**src/rtl/seq_sam_mult_pkg.sv**
```systemverilog
// Shared definitions for the sequential shift-and-accumulate multiplier:
// FSM state encodings and the default operand width.
package seq_sam_mult_pkg;

    localparam int unsigned SAM_WIDTH = 32;

    typedef enum logic [1:0] {
        SAM_IDLE = 2'd0,
        SAM_RUN  = 2'd1,
        SAM_FIX  = 2'd2
    } sam_state_t;

endpackage

```
**src/rtl/seq_sam_mult_step.sv**
```systemverilog
// One shift-and-accumulate iteration (combinational).
// Ports:
//   prod      in  2*WIDTH  running {upper accumulator, remaining multiplier bits}
//   mag_a     in  WIDTH    multiplicand magnitude
//   prod_next out 2*WIDTH  prod after conditional add and right shift
module seq_sam_mult_step #(
    parameter int unsigned WIDTH = 32
) (
    input  logic [2*WIDTH-1:0] prod,
    input  logic [WIDTH-1:0]   mag_a,
    output logic [2*WIDTH-1:0] prod_next
);

    logic [WIDTH:0] sum;

    // Carry out of the add lands in the MSB after the shift.
    always_comb begin
        sum = {1'b0, prod[2*WIDTH-1:WIDTH]};
        if (prod[0]) begin
            sum = {1'b0, prod[2*WIDTH-1:WIDTH]} + {1'b0, mag_a};
        end
        prod_next = {sum, prod[WIDTH-1:1]};
    end

endmodule

```
**src/rtl/seq_sam_mult.sv**
```systemverilog
// Multi-cycle signed/unsigned shift-and-accumulate multiplier, one
// multiplier bit per clock, start/ready/done handshake.
// Ports:
//   clk, rst_n  clock, asynchronous active-low reset
//   start       request, accepted only while ready=1
//   is_signed   1 = two's-complement operands (sampled with start)
//   a, b        WIDTH-bit operands (sampled with start)
//   ready       high while idle
//   done        one-cycle pulse when result is valid
//   result      2*WIDTH-bit product, held until the next completion
module seq_sam_mult
    import seq_sam_mult_pkg::*;
#(
    parameter int unsigned WIDTH = SAM_WIDTH
) (
    input  logic               clk,
    input  logic               rst_n,
    input  logic               start,
    input  logic               is_signed,
    input  logic [WIDTH-1:0]   a,
    input  logic [WIDTH-1:0]   b,
    output logic               ready,
    output logic               done,
    output logic [2*WIDTH-1:0] result
);

    localparam int unsigned CNT_W = $clog2(WIDTH + 1);
    localparam int unsigned PW    = 2 * WIDTH;

    sam_state_t       state;
    logic [WIDTH-1:0] mag_a;
    logic [PW-1:0]    prod;
    logic [PW-1:0]    prod_next;
    logic             neg;
    logic [CNT_W-1:0] count;

    logic [WIDTH-1:0] abs_a_c;
    logic [WIDTH-1:0] abs_b_c;
    logic             neg_c;

    // Operand magnitudes; -2^(WIDTH-1) maps to 2^(WIDTH-1) as unsigned.
    always_comb begin
        abs_a_c = a;
        abs_b_c = b;
        if (is_signed && a[WIDTH-1]) abs_a_c = ~a + WIDTH'(1);
        if (is_signed && b[WIDTH-1]) abs_b_c = ~b + WIDTH'(1);
        // A zero magnitude forces a non-negative result (no negative zero).
        neg_c = is_signed & (a[WIDTH-1] ^ b[WIDTH-1]) & (|abs_a_c) & (|abs_b_c);
    end

    seq_sam_mult_step #(.WIDTH(WIDTH)) u_step (
        .prod      (prod),
        .mag_a     (mag_a),
        .prod_next (prod_next)
    );

    // Control FSM, datapath registers and registered outputs.
    always_ff @(posedge clk or negedge rst_n) begin
        if (!rst_n) begin
            state  <= SAM_IDLE;
            mag_a  <= '0;
            prod   <= '0;
            neg    <= 1'b0;
            count  <= '0;
            ready  <= 1'b1;
            done   <= 1'b0;
            result <= '0;
        end else begin
            done <= 1'b0;
            case (state)
                SAM_IDLE: begin
                    if (start) begin
                        mag_a <= abs_a_c;
                        prod  <= {{WIDTH{1'b0}}, abs_b_c};
                        neg   <= neg_c;
                        count <= '0;
                        ready <= 1'b0;
                        state <= SAM_RUN;
                    end
                end
                SAM_RUN: begin
                    prod  <= prod_next;
                    count <= count + CNT_W'(1);
                    if (count == CNT_W'(WIDTH - 1)) begin
                        state <= SAM_FIX;
                    end
                end
                SAM_FIX: begin
                    result <= neg ? (~prod + PW'(1)) : prod;
                    done   <= 1'b1;
                    ready  <= 1'b1;
                    state  <= SAM_IDLE;
                end
                default: begin
                    state <= SAM_IDLE;
                    ready <= 1'b1;
                end
            endcase
        end
    end

endmodule

```
**config.mk**
```make
export PLATFORM = sky130hd
export DESIGN_NAME = seq_sam_mult
export DESIGN_NICKNAME = d
export VERILOG_FILES = /design/src/rtl/seq_sam_mult_pkg.sv /design/src/rtl/seq_sam_mult_step.sv /design/src/rtl/seq_sam_mult.sv
export SDC_FILE = /design/constraint.sdc
export NUM_CORES = 1
export LEC_CHECK = 0
export BUFFER_PORTS_ARGS = -buffer_cell sky130_fd_sc_hd__clkbuf_2
export CAP_MARGIN = 20
export CORE_MARGIN = 4
export CORE_UTILIZATION = 44
export DETAILED_ROUTE_END_ITERATION = 10
export GPL_ROUTABILITY_DRIVEN = 0
export PLACE_DENSITY = 0.71
export SETUP_SLACK_MARGIN = 0.02
export SYNTH_ARGS = -nofsm -noshare
export SYNTH_HDL_FRONTEND = slang
export SYNTH_SLANG_ARGS = --single-unit
```
**constraint.sdc**
```tcl
create_clock -name clk -period 3.5 [get_ports clk]
set_input_delay 0.525 -clock clk [delete_from_list [all_inputs] [get_ports clk]]
set_output_delay 0.525 -clock clk [all_outputs]
set_load 0.05 [all_outputs]
```
==> results.md <==
- Outcome: completed
- Unrepaired setup endpoints after global routing: false
- DRC viols: 0
- Worst R2R Setup Slack: 0.22 ns
- TritonCTS Buffers: 17
- Met2 Usage GRT: 32.7%
- TritonCTS clock tree: done
- Die W: 169 µm
- Fin. Hold Viols: 0
- Clk_skew: 0.0121 ns
- Critical path required time: 3.81 ns
- Buffers on Ports: 133
- Period utilization: 93.8%
- Hold buffer count at CTS: 0
- Buf+Inv Stages, Crit Path: 0
- Post-Syn Area per Cell: 8.36 µm²
- Post-synth EDFFs: 0
- Syn Nets: 1476
- Crit path depth: 9
- Ports: 134
- Reg2reg end: result[59]
- Vias in the first global route: 10000
- Mapped Area: 11500 µm²
- Core Rows: 58
- Final ANT Viol Nets: 0
- Power density over the cells: 716 nW/µm²
- Ys Warns: 0
- Setup TNS: 0 ns
- Clock Latency Late Sink: 0.43 ns
- Setup Fix Bufs, Post-CTS: 0
- Core Box Area: 25400 µm²
- Chip height: 169 µm
- Gates resized, CTS repair: 0
- Final net count: 1603
- DR vias: 10800
- Async set-or-reset flop fraction in the synthesized netlist: 100%
- CP Capture Point: result[59]
- Reg2reg start: prod[30]
- Distinct cells, synth: 66
- Critical Path, Cell by Cell: or4_4 -> nor4_2 -> or4b_4 -> nor4_4 -> nand2_2 -> or2_4 -> o31ai_4 -> xor2_1 -> o21ai_1
- Largest net degree at the start of global routing: 90
- Worst EP arrival: 3.59 ns
- Max_cap viols: 0
- Crit Path Max Fanout: 6
- Global-route wire length before repair: 52.1 mm
- Slew at the pin closest to its max-slew limit: 0.879 ns
- Grt total ovfl: 0
- Sequential fraction of the synthesis area: 37.4%
- Peak Freq: 305 MHz
- Final setup margin: 0.217 ns
- Layout area overhead: 15.6%
- Hold Path Class: input port to async pin
- All-Layer GR Usage: 21.9%
- Initial antenna violation count: 0
- Minimum clock period: 3.28 ns
- Share of cells above drive strength 1: 15.8%
- DR vias/cell: 5.86
- R2R depth: 9
- Critical path startpoint: prod[30]
- Post-DP HPWL: 23.7 mm
- Crit-path leading delay family: simple AND/OR/NAND/NOR gates
- DRT Wirelength: 31.7 mm
- Leak: 0.00579 µW
- Met3 Track Usage GR: 3.40%
- CP peak stage delay: 0.57 ns
- Drt pass-1 iters: 5
- Reg clk slew, reported paths: 0.07 ns
- Slowest-stage cell, CP: or4_4
- Clock sinks: 171
- Final setup fails: 0
- Crit start category: flip-flop
- Area of the die: 28700 µm²
- Worst IR drop on VDD: 0.346 mV
- Worst slack, placed: 0.125 ns
- Max_slew headroom: 41.4%
- Main synth FF type: dfrtp_1
- Crit path capture type: flip-flop
- Yosys reg bits: 171
- Layer with the highest usage: met1
- Kind of critical path: flip-flop to flip-flop
- Root buf cell: clkbuf_16
- Commonest cells after routing, fill and taps aside: 202 x nand2_1, 199 x o21ai_0, 170 x dfrtp_1, 132 x clkbuf_2, 90 x xor2_1
- Starting Density: 45.1%
- Routed length per instance: 17.2 µm
- M1 GR Usage: 33.4%
- Htree depth: 4
- Commonest non-fill, non-tap cell in the layout: nand2_1
- Cells after synthesis: 1369
- Slew Limit Fails: 0
- Initial DRC count: 833
- Longest Clk Path Bufs: 2
- Ant. Diodes: 0
## flip-flops by register name (all words and copies together), names as in the netlist
register  cells
mag_a        32
count         6
result       64
state         2
neg           1
ready         1
done          1
prod         64
## report_power, final
part	leakage, µW	switching [µW]	internal [µW]	total (µW)
registers	0.00198	812	2510	3320
clock network	0.000276	820	1030	1850
logic	0.00354	2460	1850	4310
## layout make-up
cell class                 instances  area (µm²)
fill                            2433       12200
multi-input combinational       1101        6830
clock inverter                    11         110
timing repair buffer             182        1060
tap                              330         413
inverter                          23        86.3
sequential                       171        4280
clock buffer                      20         457
## worst min path at each step
stage	slack [ns]	endpoint
detailed placement	0.47	result[10]
global route	0.17	mag_a[21]
global placement	0.46	result[25]
floorplan	0.23	count[0]
finish	0.11	mag_a[17]
CTS	0.16	mag_a[17]
## cells in the mapped netlist (all sizes together), types with 27 or more instances
| library cell | number | area, µm² |
|---|---|---|
| a21oi | 82 | 410 |
| xor2 | 90 | 788 |
| ha | 38 | 475 |
| clkbuf | 70 | 263 |
| nand2 | 204 | 768 |
| nor2 | 74 | 278 |
| o31ai | 27 | 216 |
| a22oi | 29 | 218 |
| nand3 | 40 | 200 |
| o21ai | 202 | 1010 |
| xnor2 | 62 | 543 |
| dfrtp | 170 | 4250 |
## stage by stage
stage | power [µW] | std cells | area [µm²] | hold slack, ns | utilization [%]
after CTS | 9440 | 1838 | 13200 | 0.156 | 52.1
after detailed placement | 7540 | 1807 | 12700 | 0.470 | 49.9
after floorplan | 6280 | 1369 | 11500 | 0.229 | -
after global routing | 10200 | 1838 | 13200 | 0.169 | 52.1
final | 9480 | 1838 | 13200 | 0.108 | 52.1
after global placement | 7410 | 1807 | 12700 | 0.462 | 49.9
## kinds of logic after synthesis
group / Yosys count / share of synthesized area, %
and+or+nand+nor: 466 / 20.0
AOI/OAI and AO/OA: 428 / 22.1
DFF: 171 / 37.4
xor gates and xnor gates: 152 / 11.6
buffers and inverters: 97 / 3.18
adders and majority gates: 39 / 4.33
muxes: 16 / 1.42
## metal layers
metal	routed length, µm	vias up
met4	535	0
met5	0	-
met3	2390	44
li1	-	5202
met2	13600	391
met1	15100	5131
Power figures use the tool's default switching activity.
